[src/rtl/sdram_bist_if.sv]
// sdram_bist_if: request/strobe bundle between the BIST sequencer (master)
// and the SdramCtrl request port (slave).
interface sdram_bist_if #(
   parameter int ADDR_WIDTH = 23,
   parameter int DATA_WIDTH = 16
);
   logic                  rd;
   logic                  wr;
   logic [ADDR_WIDTH-1:0] addr;
   logic [DATA_WIDTH-1:0] wdata;
   logic                  opBegun;
   logic                  wrDone;
   logic                  rdDone;
   logic [DATA_WIDTH-1:0] rdata;

   modport master (
      output rd, wr, addr, wdata,
      input  opBegun, wrDone, rdDone, rdata
   );

   modport slave (
      input  rd, wr, addr, wdata,
      output opBegun, wrDone, rdDone, rdata
   );
endinterface

[src/rtl/sdram_bist.sv]
// sdram_bist: write an address-derived pattern over a word range, read it back and count mismatches.
// Define SDRAM_BIST_INVERT_PASS_EN to add a second write/read pass using the inverted pattern.
module sdram_bist #(
   parameter int                    ADDR_WIDTH = 23,
   parameter int                    DATA_WIDTH = 16,
   parameter int                    NUM_WORDS  = 1024,
   parameter logic [DATA_WIDTH-1:0] SEED       = 16'hA5C3,
   parameter int                    ERR_WIDTH  = 8,
   parameter int                    TIMEOUT    = 255
) (
   input  logic                  clk_i,
   input  logic                  rst_i,
   input  logic                  start_i,
   output logic                  busy_o,
   output logic                  done_o,
   output logic                  pass_o,
   output logic                  timeout_o,
   output logic [ERR_WIDTH-1:0]  errCount_o,
   output logic [ADDR_WIDTH-1:0] failAddr_o,
   sdram_bist_if.master          ctrl_if
);
   localparam int TMO_W = $clog2(TIMEOUT + 1);
   localparam logic [ADDR_WIDTH-1:0] LAST_ADDR = ADDR_WIDTH'(NUM_WORDS - 1);

   typedef enum logic [2:0] {
      IDLE, WR_REQ, WR_GAP, RD_REQ, RD_GAP, FINISH
`ifdef SDRAM_BIST_INVERT_PASS_EN
      , PASS2
`endif
   } state_t;

   state_t                r_state, w_state_next;
   logic [ADDR_WIDTH-1:0] r_addr, w_addr_next;
   logic [TMO_W-1:0]      r_tmo, w_tmo_next;
   logic [ERR_WIDTH-1:0]  r_err, w_err_next;
   logic [ADDR_WIDTH-1:0] r_fail, w_fail_next;
   logic                  r_timeout, w_timeout_next;
   logic                  r_pass, w_pass_next;
   logic                  r_rd, r_wr, r_busy, r_done;
   logic [DATA_WIDTH-1:0] r_data;
   logic                  w_inv, w_inv_next;
   logic                  w_last, w_tmo_hit;
   logic [DATA_WIDTH-1:0] w_expected;
   logic                  w_unused;

   function automatic logic [DATA_WIDTH-1:0] pat(input logic [ADDR_WIDTH-1:0] a, input logic inv);
      logic [DATA_WIDTH-1:0] p;
      p = DATA_WIDTH'(a) ^ SEED;
      return inv ? ~p : p;
   endfunction

`ifdef SDRAM_BIST_INVERT_PASS_EN
   logic r_inv;
   assign w_inv = r_inv;

   always_ff @(posedge clk_i) begin
      if (rst_i) r_inv <= 1'b0;
      else       r_inv <= w_inv_next;
   end
`else
   assign w_inv      = 1'b0;
   assign w_inv_next = 1'b0;
`endif

   // opBegun is informational only; sequencing relies solely on the done strobes.
   assign w_unused   = ctrl_if.opBegun;
   assign w_last     = (r_addr == LAST_ADDR);
   assign w_tmo_hit  = (r_tmo == TMO_W'(TIMEOUT - 1));
   assign w_expected = pat(r_addr, w_inv);

   always_comb begin
      w_state_next   = r_state;
      w_addr_next    = r_addr;
      w_tmo_next     = '0;
      w_err_next     = r_err;
      w_fail_next    = r_fail;
      w_timeout_next = r_timeout;
      w_pass_next    = r_pass;
`ifdef SDRAM_BIST_INVERT_PASS_EN
      w_inv_next     = r_inv;
`endif
      unique case (r_state)
         IDLE: begin
            if (start_i) begin
               w_state_next   = WR_REQ;
               w_addr_next    = '0;
               w_err_next     = '0;
               w_fail_next    = '0;
               w_timeout_next = 1'b0;
               w_pass_next    = 1'b0;
`ifdef SDRAM_BIST_INVERT_PASS_EN
               w_inv_next     = 1'b0;
`endif
            end
         end
         WR_REQ: begin
            if (ctrl_if.wrDone) begin
               w_state_next = WR_GAP;
            end else if (w_tmo_hit) begin
               w_state_next   = FINISH;
               w_timeout_next = 1'b1;
            end else begin
               w_tmo_next = r_tmo + 1'b1;
            end
         end
         WR_GAP: begin
            w_state_next = w_last ? RD_REQ : WR_REQ;
            w_addr_next  = w_last ? '0 : r_addr + 1'b1;
         end
         RD_REQ: begin
            if (ctrl_if.rdDone) begin
               w_state_next = RD_GAP;
               if (ctrl_if.rdata != w_expected) begin
                  if (r_err != '1) w_err_next  = r_err + 1'b1;
                  // The counter never returns to zero, so zero means no earlier mismatch.
                  if (r_err == '0) w_fail_next = r_addr;
               end
            end else if (w_tmo_hit) begin
               w_state_next   = FINISH;
               w_timeout_next = 1'b1;
            end else begin
               w_tmo_next = r_tmo + 1'b1;
            end
         end
         RD_GAP: begin
            if (w_last) begin
`ifdef SDRAM_BIST_INVERT_PASS_EN
               w_state_next = r_inv ? FINISH : PASS2;
`else
               w_state_next = FINISH;
`endif
            end else begin
               w_state_next = RD_REQ;
               w_addr_next  = r_addr + 1'b1;
            end
         end
`ifdef SDRAM_BIST_INVERT_PASS_EN
         PASS2: begin
            w_state_next = WR_REQ;
            w_addr_next  = '0;
            w_inv_next   = 1'b1;
         end
`endif
         FINISH:  w_state_next = IDLE;
         default: w_state_next = IDLE;
      endcase
      if (w_state_next == FINISH && r_state != FINISH)
         w_pass_next = (w_err_next == '0) && !w_timeout_next;
   end

   // Bus outputs are decoded from the next state so they are registered yet aligned with it.
   always_ff @(posedge clk_i) begin
      if (rst_i) begin
         r_state   <= IDLE;
         r_addr    <= '0;
         r_tmo     <= '0;
         r_err     <= '0;
         r_fail    <= '0;
         r_timeout <= 1'b0;
         r_pass    <= 1'b0;
         r_rd      <= 1'b0;
         r_wr      <= 1'b0;
         r_busy    <= 1'b0;
         r_done    <= 1'b0;
         r_data    <= '0;
      end else begin
         r_state   <= w_state_next;
         r_addr    <= w_addr_next;
         r_tmo     <= w_tmo_next;
         r_err     <= w_err_next;
         r_fail    <= w_fail_next;
         r_timeout <= w_timeout_next;
         r_pass    <= w_pass_next;
         r_rd      <= (w_state_next == RD_REQ);
         r_wr      <= (w_state_next == WR_REQ);
         r_busy    <= (w_state_next != IDLE) && (w_state_next != FINISH);
         r_done    <= (w_state_next == FINISH);
         r_data    <= pat(w_addr_next, w_inv_next);
      end
   end

   assign busy_o        = r_busy;
   assign done_o        = r_done;
   assign pass_o        = r_pass;
   assign timeout_o     = r_timeout;
   assign errCount_o    = r_err;
   assign failAddr_o    = r_fail;
   assign ctrl_if.rd    = r_rd;
   assign ctrl_if.wr    = r_wr;
   assign ctrl_if.addr  = r_addr;
   assign ctrl_if.wdata = r_data;
endmodule

[src/flat_wrapper.sv]
// flat-port wrapper written by rule: the top's interface ports become plain ports
module sdram_bist_flat 
#(
   parameter int                    ADDR_WIDTH = 23,
   parameter int                    DATA_WIDTH = 16,
   parameter int                    NUM_WORDS  = 1024,
   parameter logic [DATA_WIDTH-1:0] SEED       = 16'hA5C3,
   parameter int                    ERR_WIDTH  = 8,
   parameter int                    TIMEOUT    = 255
)
  (clk_i, rst_i, start_i, busy_o, done_o, pass_o, timeout_o, errCount_o, failAddr_o, ctrl_if_rd, ctrl_if_wr, ctrl_if_addr, ctrl_if_wdata, ctrl_if_opBegun, ctrl_if_wrDone, ctrl_if_rdDone, ctrl_if_rdata);
  sdram_bist_if #(.ADDR_WIDTH(ADDR_WIDTH), .DATA_WIDTH(DATA_WIDTH)) ctrl_if_i ();
  input  logic clk_i;
  input  logic rst_i;
  input  logic start_i;
  output logic busy_o;
  output logic done_o;
  output logic pass_o;
  output logic timeout_o;
  output logic [ERR_WIDTH-1:0] errCount_o;
  output logic [ADDR_WIDTH-1:0] failAddr_o;
  output wire logic [$bits(ctrl_if_i.rd)-1:0] ctrl_if_rd;
  output wire logic [$bits(ctrl_if_i.wr)-1:0] ctrl_if_wr;
  output wire logic [$bits(ctrl_if_i.addr)-1:0] ctrl_if_addr;
  output wire logic [$bits(ctrl_if_i.wdata)-1:0] ctrl_if_wdata;
  input wire logic [$bits(ctrl_if_i.opBegun)-1:0] ctrl_if_opBegun;
  input wire logic [$bits(ctrl_if_i.wrDone)-1:0] ctrl_if_wrDone;
  input wire logic [$bits(ctrl_if_i.rdDone)-1:0] ctrl_if_rdDone;
  input wire logic [$bits(ctrl_if_i.rdata)-1:0] ctrl_if_rdata;
  assign ctrl_if_rd = ctrl_if_i.rd;
  assign ctrl_if_wr = ctrl_if_i.wr;
  assign ctrl_if_addr = ctrl_if_i.addr;
  assign ctrl_if_wdata = ctrl_if_i.wdata;
  assign ctrl_if_i.opBegun = ctrl_if_opBegun;
  assign ctrl_if_i.wrDone = ctrl_if_wrDone;
  assign ctrl_if_i.rdDone = ctrl_if_rdDone;
  assign ctrl_if_i.rdata = ctrl_if_rdata;
  sdram_bist #(.ADDR_WIDTH(ADDR_WIDTH), .DATA_WIDTH(DATA_WIDTH), .NUM_WORDS(NUM_WORDS), .SEED(SEED), .ERR_WIDTH(ERR_WIDTH), .TIMEOUT(TIMEOUT)) u_core (.clk_i(clk_i), .rst_i(rst_i), .start_i(start_i), .busy_o(busy_o), .done_o(done_o), .pass_o(pass_o), .timeout_o(timeout_o), .errCount_o(errCount_o), .failAddr_o(failAddr_o), .ctrl_if(ctrl_if_i));
endmodule
[config.mk]
export PLATFORM = sky130hd
export DESIGN_NAME = sdram_bist_flat
export DESIGN_NICKNAME = d
export VERILOG_FILES = /design/src/rtl/sdram_bist_if.sv /design/src/rtl/sdram_bist.sv /design/src/flat_wrapper.sv
export SDC_FILE = /design/constraint.sdc
export NUM_CORES = 1
export LEC_CHECK = 0
export CAP_MARGIN = 10
export CORE_ASPECT_RATIO = 0.5
export CORE_MARGIN = 2
export CORE_UTILIZATION = 50
export CTS_CLUSTER_DIAMETER = 120
export DETAILED_ROUTE_END_ITERATION = 12
export PLACE_DENSITY = 0.85
export SLEW_MARGIN = 20
export SYNTH_ARGS = -nofsm -noshare
export SYNTH_HDL_FRONTEND = slang
export SYNTH_SLANG_ARGS = --single-unit
export TNS_END_PERCENT = 20
[constraint.sdc]
create_clock -name clk_i -period 2.71 [get_ports clk_i]
set_input_delay 0.542 -clock clk_i [delete_from_list [all_inputs] [get_ports clk_i]]
set_output_delay 0.542 -clock clk_i [all_outputs]
set_load 0.1 [all_outputs]
### Yosys cells after proc, flatten, opt, wreduce, memory -nomap -nowiden

Index checks and enable logic that the tools add are counted.

| word-level totals | value |
|---|---|
| register bits after elaboration | 87 |
| output and inout port bits | 76 |

| operators by class | value |
|---|---|
| $add $sub $neg | 3 |
| equality and inequality tests | 18 |
| mux-type cells | 33 |
| bitwise logic cells | 2 |
| reductions and logical operators | 15 |

Operators with widths:

| cell | count |
|---|---|
| $mux W23 | 7 |
| $pmux W23 S3 | 1 |
| $mux W8 | 7 |
| $pmux W23 S2 | 1 |
| $pmux W8 S2 | 2 |
| $add A23 B1 Y23 const B | 1 |
| $eq A23 B10 Y1 const B | 1 |
| $add A8 B1 Y8 const B | 2 |
| $logic_not A8 Y1 | 2 |
| $ne A16 B16 Y1 | 1 |
| $not A8 Y8 | 2 |
| $mux W3 | 5 |
| $pmux W3 S5 | 1 |
| $eq A3 B2 Y1 const B | 3 |
| $eq A8 B8 Y1 const B | 1 |
| $ne A8 B8 Y1 const B | 1 |
| $mux W1 | 7 |
| $eq A3 B1 Y1 const B | 2 |
| $eq A3 B3 Y1 const B | 2 |
| $ne A2 B2 Y1 const B | 3 |
| $ne A3 B3 Y1 const B | 2 |
| $reduce_bool A2 Y1 | 3 |
| $reduce_bool A3 Y1 | 2 |
| $reduce_and A5 Y1 | 1 |
| 8 further kinds | 11 |

### Depth between registers and ports, before layout

| depth | value |
|---|---|
| word-level depth | 8 |
| mapped depth | 12 |
| gate-level depth less buffers | 11 |

### Least setup slack after synthesis

OpenSTA, ideal clock, no wires.

| timing | value |
|---|---|
| path type | register -> register |
| start | register u_core.r_addr[1], in the netlist u_core.ctrl_if.addr[1] |
| end | register u_core.r_data[0], in the netlist u_core.ctrl_if.wdata[0] |
| setup time | 0.115 ns |
| data arrival time | 2.924 ns |
| data required time | 2.595 ns |
| path slack | -0.329 ns |
| stages on the path, launching flop included | 13 |
| buffers on the path | 1 |
| cells stage by stage | dfxtp_1 -> ha_1 -> nand3_1 -> or2_1 -> clkbuf_1 -> nor2_1 -> inv_1 -> ha_1 -> nor2_1 -> a21oi_1 -> nor2_1 -> a21oi_1 -> and2_1 |

| between the ends | value |
|---|---|
| word-level cells in the longest chain between the ends | 4 |

RTL lines:

| element | RTL line | RTL |
|---|---|---|
| from (decl) | sdram_bist.sv:33 | `logic [ADDR_WIDTH-1:0] r_addr, w_addr_next;` |
| from (signal assigned) | sdram_bist.sv:168 | `r_addr <= w_addr_next;` |
| $eq A23 B10 Y1 * | sdram_bist.sv:67 | `assign w_last = (r_addr == LAST_ADDR);` |
| $mux W23, on equally long branches | sdram_bist.sv:126, sdram_bist.sv:108 |  |
| $pmux W23 S3 * | sdram_bist.sv:82 | `unique case (r_state)` |
| $not A8 Y8 (no source line) * | n/a |  |
| to (signal assigned) | sdram_bist.sv:178 | `r_data <= pat(w_addr_next, w_inv_next);` |
| to (decl) | sdram_bist.sv:40 | `logic [DATA_WIDTH-1:0] r_data;` |

Mark *: on every way between the ends. The rest lies on a longest branch, timed or not. The select of a mux whose other input is x is not followed.
A chain may end at the register's enable or synchronous reset.

### Final worst setup path

| timing | value |
|---|---|
| start | register u_core.r_addr[0], in the netlist u_core.ctrl_if.addr[0] |
| end | register u_core.r_addr[10], in the netlist u_core.ctrl_if.addr[10] |

| between the ends | value |
|---|---|
| word-level cells in the longest chain between the ends | 3 |

RTL lines:

| element | RTL line |
|---|---|
| $add A23 B1 Y23 or $eq A23 B10 Y1 (tied branches) | sdram_bist.sv:108, sdram_bist.sv:134, sdram_bist.sv:67 |
| $mux W23, on equally long branches | sdram_bist.sv:126, sdram_bist.sv:108 |
| $pmux W23 S3 * | sdram_bist.sv:82 |

Marked as above.

==> summary.json <==
{
  "pwr": {
    "total_leakage_power_nw": 2.18,
    "total_power_mw": 2.77,
    "vdd_ir_drop_max_mv": 0.366,
    "pwr_density_cell_nw_per_um2": 524
  },
  "cts": {
    "clock_tree.htree_level_count": 3,
    "cts-resized-gates": 0,
    "cts.path.max_buffers": 2,
    "cts_post_setup_buffers_inserted": 0,
    "cts.clk_slew.worst_paths_ns": 0.06,
    "clock-sinks": 79,
    "cts_hold_buf": 0,
    "numCtsBuffers": 9,
    "clkLatencyLatePin_ns": 0.34,
    "cts_tree": "built",
    "cts_root_buffer": "sky130_fd_sc_hd__clkbuf_16"
  },
  "yosys": {
    "synth.largest_area_cell": "sky130_fd_sc_hd__dfxtp_1",
    "mappedNetlistArea_um2": 4100,
    "synth.avg_cell_area_um2": 8.29,
    "synth_flop_cell": "sky130_fd_sc_hd__dfxtp_1",
    "yosys_register_bits": 79,
    "synth_async_sr_flop_share_pct": 0,
    "syn-num-nets": 522,
    "synth.area.top_cells": "sky130_fd_sc_hd__dfxtp_1 39%, sky130_fd_sc_hd__nor2_1 7.1%, sky130_fd_sc_hd__mux2i_1 5.6%",
    "synth.top_cell.area_share_pct": 38.6,
    "synth_seq_area_share_pct": 38.6,
    "gate_count_after_technology_mapping": 494,
    "yosysWarnings": 0,
    "synth-edff-count": 0,
    "synth_cell_types": 61
  },
  "detailed_routing": {
    "average_wire_per_standard_cell_um": 15.2,
    "drt_first_iter_violations": 389,
    "ant_nets": 0,
    "routed_wirelength_mm": 10.6,
    "drc": 0,
    "vias_per_cell": 5.54,
    "vias": 3870,
    "drt_first_pass_iters": 5
  },
  "placed_design": {
    "detailed_place.area_um2": 4970,
    "pre_cts_ws_ns": 0.0352,
    "post-place-cells": 682,
    "routabilityCongestion": 0.910,
    "place.detailed.hpwl_mm": 7.50,
    "place.port_buffers": 96
  },
  "worst_setup_path": {
    "crit_path_start_kind": "register",
    "worstSetupEndpoint": "u_core.ctrl_if.addr[10]",
    "timing.setup.critical_path_class": "reg2reg",
    "critical_path_arrival_ns": 2.64,
    "ff2ff_path_depth": 8,
    "setup_crit_start": "u_core.ctrl_if.addr[0]",
    "type_of_element_capturing_the_critical_path": "register",
    "ff2ff_setup_slack_ns": 0.31,
    "reg2reg_to": "u_core.ctrl_if.addr[10]",
    "crit_path_max_fanout": 11,
    "critical_path_required_ns": 2.95,
    "r2r_start": "u_core.ctrl_if.addr[0]"
  },
  "sta": {
    "timing.final.crit_share_pct": 88.7,
    "hold_violations": 0,
    "maxSlewHeadroom_pct": 48.5,
    "timing.hold.ws_ns": 0.465,
    "final.setup.tns_ns": 0,
    "rsz0062_at_grt": "false",
    "minimum_period_implied_by_the_final_worst_setup_slack_ns": 2.40,
    "finalSetupViolCount": 0,
    "postLayoutSetupSlackWorst_ns": 0.305,
    "timing_worst_slew_pin_value_ns": 0.771,
    "final.setup_skew_ns": 0.00741,
    "timing_max_transition_violations_final": 0,
    "fmaxAchievable_mhz": 416
  },
  "global_routing": {
    "grt_start_max_net_pins": 33,
    "gr-usage-all-layers_pct": 24.0,
    "grt.overflow.total": 0,
    "initial_antenna_violation_count": 0,
    "grt_pass1_vias": 3534,
    "grt_pass1_wl_mm": 17.0
  },
  "die": {
    "rows": 23,
    "start_util_pct": 51.4,
    "die_height_um": 68.0,
    "core_area_um2": 7970,
    "design.portCount": 98,
    "floorplan.die.width_um": 132,
    "fp.dieArea_um2": 8980
  },
  "run": {
    "max_capacitance_violation_count": 0
  },
  "hold_path": {
    "timing.hold.worst.start": "u_core.r_tmo[0]",
    "worstHoldPathType": "reg2reg"
  },
  "final_layout": {
    "post_route_cells_drive_above_1_share_pct": 21.8,
    "nets": 609,
    "final_cells": 698,
    "fin_area_um2": 5280,
    "antennaDiodeCount": 0,
    "n_fill_cell": 692,
    "final_common_cell": "sky130_fd_sc_hd__buf_4",
    "final_cell_utilization_of_the_core_pct": 66.3,
    "syn2layout_area_growth_pct": 28.9,
    "mostFrequentLayoutCells": "93 x sky130_fd_sc_hd__buf_4, 78 x sky130_fd_sc_hd__nor2_1, 69 x sky130_fd_sc_hd__dfxtp_1, 33 x sky130_fd_sc_hd__and2_1, 31 x sky130_fd_sc_hd__nand2_1"
  },
  "outcome": {
    "outcome": "complete, no violations"
  }
}
-- where the power goes --
part           internal [mW]  switching, mW  total [mW]  leakage (nW)
logic                  0.108          0.188       0.296          1.38
registers               1.17         0.0109        1.19         0.645
clock network          0.808          0.475        1.28         0.154
total                   2.09          0.674        2.77          2.18
-- cells by family (layout without fill, tap and decap cells) --
logic type | Yosys count | count (layout) | share of synthesized area (%)
compound gates | 70 | 70 | 11.6
simple gates | 239 | 239 | 29.7
flops | 79 | 79 | 38.6
buf+inv | 46 | 138 | 5.95
mux | 24 | 24 | 5.89
fa+ha+maj | 6 | 6 | 1.83
xor+xnor | 30 | 30 | 6.41
-- Yosys cell counts (6+ instances only) --
| master | instances |
|---|---|
| sky130_fd_sc_hd__xor2_1 | 14 |
| sky130_fd_sc_hd__nor2_1 | 78 |
| sky130_fd_sc_hd__o21ai_0 | 17 |
| sky130_fd_sc_hd__clkbuf_1 | 13 |
| sky130_fd_sc_hd__nand4_1 | 10 |
| sky130_fd_sc_hd__and3_1 | 10 |
| sky130_fd_sc_hd__nor4_1 | 6 |
| sky130_fd_sc_hd__a21oi_1 | 24 |
| sky130_fd_sc_hd__nand3_1 | 23 |
| sky130_fd_sc_hd__and2_1 | 33 |
| sky130_fd_sc_hd__nand2_1 | 31 |
| sky130_fd_sc_hd__xnor2_1 | 16 |
| sky130_fd_sc_hd__mux2i_1 | 23 |
| sky130_fd_sc_hd__buf_2 | 14 |
| sky130_fd_sc_hd__or3_1 | 6 |
| sky130_fd_sc_hd__buf_4 | 8 |
| sky130_fd_sc_hd__ha_1 | 6 |
| sky130_fd_sc_hd__dfxtp_1 | 79 |
| sky130_fd_sc_hd__nand2b_1 | 6 |
| sky130_fd_sc_hd__nor3_1 | 12 |
| sky130_fd_sc_hd__inv_1 | 7 |
-- final cells by class --
cell class / count / area, um^2 / area share (%)
sequential: 79 / 1590 / 30.2
multi-input combinational: 369 / 2270 / 43.0
timing repair buffer: 115 / 933 / 17.7
tap: 112 / 140 / 2.65
inverter: 7 / 26.3 / 0.498
clock buffer: 11 / 233 / 4.41
clock inverter: 5 / 82.6 / 1.56
-- critical path: stages (launching register included) --
cell and delay, ns:
sky130_fd_sc_hd__dfxtp_2 0.40, sky130_fd_sc_hd__ha_1 0.25, sky130_fd_sc_hd__nand3_1 0.13, sky130_fd_sc_hd__or2_1 0.31, sky130_fd_sc_hd__o21bai_1 0.65, sky130_fd_sc_hd__nor2_1 0.10
sky130_fd_sc_hd__o21ai_0 0.16, sky130_fd_sc_hd__o21ai_0 0.12, sky130_fd_sc_hd__and2_1 0.18
-- how the worst min path moves through the flow --
stage / to / slack, ns / cells past startpoint
2_1_floorplan: u_core.r_tmo[0] / 0.43 / 1
3_3_place_gp: u_core.r_tmo[0] / 0.44 / 1
3_5_place_dp: u_core.r_tmo[0] / 0.46 / 1
4_1_cts: u_core.r_tmo[0] / 0.47 / 1
5_1_grt: u_core.r_tmo[0] / 0.51 / 1
6_report: u_core.r_tmo[0] / 0.46 / 1
-- routing by layer --
metal / GRT usage, % / up-vias / part of all wire (%)
met2: 40.2 / 141 / 46
met1: 29.9 / 1825 / 45
met4: 9.10 / 0 / 2.4
met5: 0 / - / 0
li1: - / 1874 / -
met3: 6.89 / 30 / 6.5
Note: power is estimated with default switching activity, not from simulation.
==> patch 1 (config.mk and constraints unchanged) <==
Register the input `start_i` before use, with the module's reset. The logic sees it one clock later. The other inputs are not delayed to match.
--- a/src/rtl/sdram_bist.sv
+++ b/src/rtl/sdram_bist.sv
@@ -29,6 +29,16 @@
 `endif
    } state_t;
 
+   logic start_q;
+
+   always_ff @(posedge clk_i) begin
+      if (rst_i) begin
+         start_q <= '0;
+      end else begin
+         start_q <= start_i;
+      end
+   end
+
    state_t                r_state, w_state_next;
    logic [ADDR_WIDTH-1:0] r_addr, w_addr_next;
    logic [TMO_W-1:0]      r_tmo, w_tmo_next;
@@ -81,7 +91,7 @@
 `endif
       unique case (r_state)
          IDLE: begin
-            if (start_i) begin
+            if (start_q) begin
                w_state_next   = WR_REQ;
                w_addr_next    = '0;
                w_err_next     = '0;
Check against the original RTL: not equivalent (Yosys sat finds a counterexample within 4 cycles, from zero or initial values and one cycle with rst_i high).
==> patch 1 against the original RTL <==
Area after synthesis rose by 0.15%. Synthesized cell count is the same. Setup slack got worse by 0.0052 ns. Sequential cell count increased by 1. Via count decreased by 0.65%. Count of clock-buffer cells in the layout shrank 1. Wire length up 1.4%. Power increased by 4.9%. Die area up 0.14%. Design area up 0.28%. Highest routed layer unchanged.
==> patch 1: results (changes against the original RTL) <==
leakagePower_nw: 2.11  # -3.2%
status: "finished, final reports clean"
vias_per_cell: 5.53  # -0.22%
reg2reg_to: "u_core.busy_o"
ys_types: 68  # +11%
use_met1_pct: 28.9  # -1.0 points
hp-start: "u_core.failAddr_o[18]"
post-dp-hpwl_um: 7510  # +0.11%
crit_path_start: "ctrl_if_rdata[4]"
buffers: 117  # +1.7%
seq_area_um2: 1610  # +1.1%
num-fill-cells: 644  # -6.9%
dp.cells: 679  # -0.44%
route.final.wire_length_um: 10800  # +1.4%
internal_power_mw: 2.20  # +5.0%
vdd_ir_drop_max_mv: 0.367  # +0.42%
synth-seq-area-share_pct: 39.0  # +0.43 points
synth_common_cells: "80 x dfxtp_1, 53 x nor2_1, 42 x nand2_1"
grt_pass1_wl_um: 16700  # -1.9%
clk_share_pct: 6.52  # +0.55 points
switchingPower_mw: 0.704  # +4.4%
dpl_cell_area_um2: 4950  # -0.30%
gp_congestion: 0.846  # -7.1%
worstPathArrival_ns: 2.68  # +0.04 ns
cts.sinks: 80  # +1.3%
multiInputGateArea_um2: 2210  # -2.8%
fin_nets: 606  # -0.49%
holdPathEnd: "u_core.failAddr_o[18]"
grtUsageTotal_pct: 23.5  # -0.48 points
power_frac_seq_pct: 41.4  # -1.5 points
holdWs_ns: 0.449  # -0.0160 ns
dp_slack_ns: 0.0334  # -0.00178 ns
drive_gt1_share_pct: 24.4  # +2.5 points
gr-usage-met3_pct: 6.59  # -0.30 points
-- patch 1: cell types whose count changed after synthesis, moves of 4 or more --
cell,before,now
a21oi_1,24,38
mux2i_1,23,2
inv_1,7,11
nand3_1,23,38
nor3b_1,0,4
nor4_1,6,11
nor2b_1,5,14
o21ai_0,17,11
nand2_1,31,42
and2_1,33,4
nor2_1,78,53
buf_2,14,18
-- patch 1: kinds of logic (layout without fill, tap and decap cells) --
group	count (synthesis)	count (layout)	synth area share [%]
AOI/OAI and AO/OA	90	90	14.0
adders and majority gates	6	6	1.83
and+or+nand+nor	231	231	31.1
xor gates and xnor gates	29	29	6.19
buffers and inverters	55	144	7.13
muxes	3	3	0.762
DFF	80	80	39.0
-- patch 1: critical path: stages --
cell,delay [ns]
clkdlybuf4s50_1,0.45
xor2_1,0.18
nor4_1,0.28
nand4_1,0.25
and4_4,0.28
a311oi_1,0.37
o211ai_1,0.17
o21ai_1,0.15
==> patch 2 (config.mk and constraints unchanged) <==
Made on the original files. `ERR_WIDTH` is set to 8 in 2 places; all go to 9.
--- a/src/rtl/sdram_bist.sv
+++ b/src/rtl/sdram_bist.sv
@@ -5,7 +5,7 @@
    parameter int                    DATA_WIDTH = 16,
    parameter int                    NUM_WORDS  = 1024,
    parameter logic [DATA_WIDTH-1:0] SEED       = 16'hA5C3,
-   parameter int                    ERR_WIDTH  = 8,
+   parameter int                    ERR_WIDTH  = 9,
    parameter int                    TIMEOUT    = 255
 ) (
    input  logic                  clk_i,
--- a/src/flat_wrapper.sv
+++ b/src/flat_wrapper.sv
@@ -5,7 +5,7 @@
    parameter int                    DATA_WIDTH = 16,
    parameter int                    NUM_WORDS  = 1024,
    parameter logic [DATA_WIDTH-1:0] SEED       = 16'hA5C3,
-   parameter int                    ERR_WIDTH  = 8,
+   parameter int                    ERR_WIDTH  = 9,
    parameter int                    TIMEOUT    = 255
 )
   (clk_i, rst_i, start_i, busy_o, done_o, pass_o, timeout_o, errCount_o, failAddr_o, ctrl_if_rd, ctrl_if_wr, ctrl_if_addr, ctrl_if_wdata, ctrl_if_opBegun, ctrl_if_wrDone, ctrl_if_rdDone, ctrl_if_rdata);
Interface: changed (resized errCount_o); port bits go from 98 to 99. The function was not compared with the original's and may differ.
==> patch 2 against the original RTL <==
Design area fell by 0.19%. Area after synthesis is 0.15% lower. Clock skew rose by 0.0023 ns. Sequential cell count grew 1. Largest power group unchanged. Power up 2.1%. Sequential share of layout area increased by 0.37 points. Wire length is 7.6% higher. Cell count is 1.7% higher. Largest cell class unchanged. Setup slack got worse by 0.069 ns. Critical path type unchanged. Non-clock buffer count is the same.
==> patch 2: results (changes against the original RTL) <==
muxShareOfSynthArea_pct: 0.245  # -5.6 points
synth_fa_ha_area_share_pct: 1.83  # +0.0028 points
design.seq.count: 80  # +1.3%
routed-wl-met2_um: 5500  # +12%
async_flop_share_pct: 0  # unchanged
buffers: 115  # unchanged
fin_cells: 710  # +1.7%
gr-usage-met3_pct: 6.30  # -0.59 points
reg2reg_to: "u_core.ctrl_if.wdata[0]"
grt_pass1_vias: 3681  # +4.2%
grtUsageTotal_pct: 24.8  # +0.85 points
use_met1_pct: 29.8  # -0.14 points
synth_xor_xnor_area_share_pct: 5.14  # -1.3 points
wl_met1_um: 4930  # +3.6%
postSynthCellCount: 512  # +3.6%
hp-start: "u_core.failAddr_o[18]"
vias_per_cell: 5.85  # +5.6%
synth_common_cells: "80 x dfxtp_1, 52 x nor2_1, 50 x nand2_1"
power_frac_clock_pct: 46.8  # +0.4 points
switchingPower_mw: 0.685  # +1.6%
num-fill-cells: 664  # -4.0%
post-dp-hpwl_um: 7910  # +5.4%
io_buffers: 97  # +1.0%
dp.cells: 694  # +1.8%
rr_worst_depth: 10  # +2
syn_nets: 540  # +3.4%
path_max_fanout: 7  # -4
route.final.wire_length_um: 11400  # +7.6%
dpl_cell_area_um2: 4930  # -0.63%
inverters: 10  # +3
skew_ns: 0.00968  # +0.00227 ns
clk-power_mw: 1.32  # +3%
sh_seq_area_pct: 30.5  # +0.37 points
use_met2_pct: 44.1  # +3.8 points
grt_pass1_wl_um: 17800  # +4.5%
fin_nets: 621  # +2.0%
ys.flop_type: "dfxtp_1"
leakagePower_nw: 2.07  # -5.3%
worstPathArrival_ns: 2.70  # +0.06 ns
synth_compound_area_share_pct: 17.8  # +6.2 points
status: "finished, final reports clean"
worstMarginPinSlew_ns: 0.691  # -0.0807 ns
drive_gt1_share_pct: 22.9  # +1.1 points
r2r_slack_ns: 0.24  # -0.07 ns
synth_area_leaders: "dfxtp_1 39%, a21oi_1 5.7%, nor2_1 4.8%"
multi_input_cells: 377  # +2.2%
finish.utilization_pct: 66.1  # -0.13 points
met3WireLength_um: 741  # +6.9%
design.die.area_um2: 8970  # -0.15%
finalSetupViolCount: 0  # unchanged
holdWs_ns: 0.452  # -0.0131 ns
drt_iter0_markers: 368  # -5.4%
gp_congestion: 0.856  # -6.0%
dp_slack_ns: 0.00262  # -0.0326 ns
multi_input_area_share_pct: 42.3  # -0.70 points
holdPathEnd: "u_core.failAddr_o[18]"
min_period_over_period_pct: 91.3  # +2.5 points
buffer_area_share_pct: 17.5  # -0.20 points
vdd_ir_drop_max_mv: 0.363  # -0.82%
## patch 2: changes by cell type in the layout (fill, tap and decap cells not counted), moves of 5 or more
cell and change:
a21oi_1 +23, nand3_1 +15, nand2_1 +19, mux2i_1 -22, o21ai_0 +6, and2_1 -19, nor2_1 -27, xnor2_1 -5
a31oi_1 +6
## patch 2: what timing repair did
| action | 4_1_cts | 5_1_grt |
|---|---|---|
| gates resized for setup | 0 | 1 |
| hold buffers | 0 | 0 |
| endpoints found under the setup margin | 0 | 1 |
## patch 2: worst max-delay path, cell delays in order, from the launching register on
cell	delay, ns
dfxtp_2	0.41
ha_1	0.21
and3_2	0.23
nand4_1	0.31
nor2_4	0.30
inv_1	0.09
ha_1	0.27
nand2b_1	0.14
a21oi_1	0.14
a21oi_1	0.09
and2_1	0.17
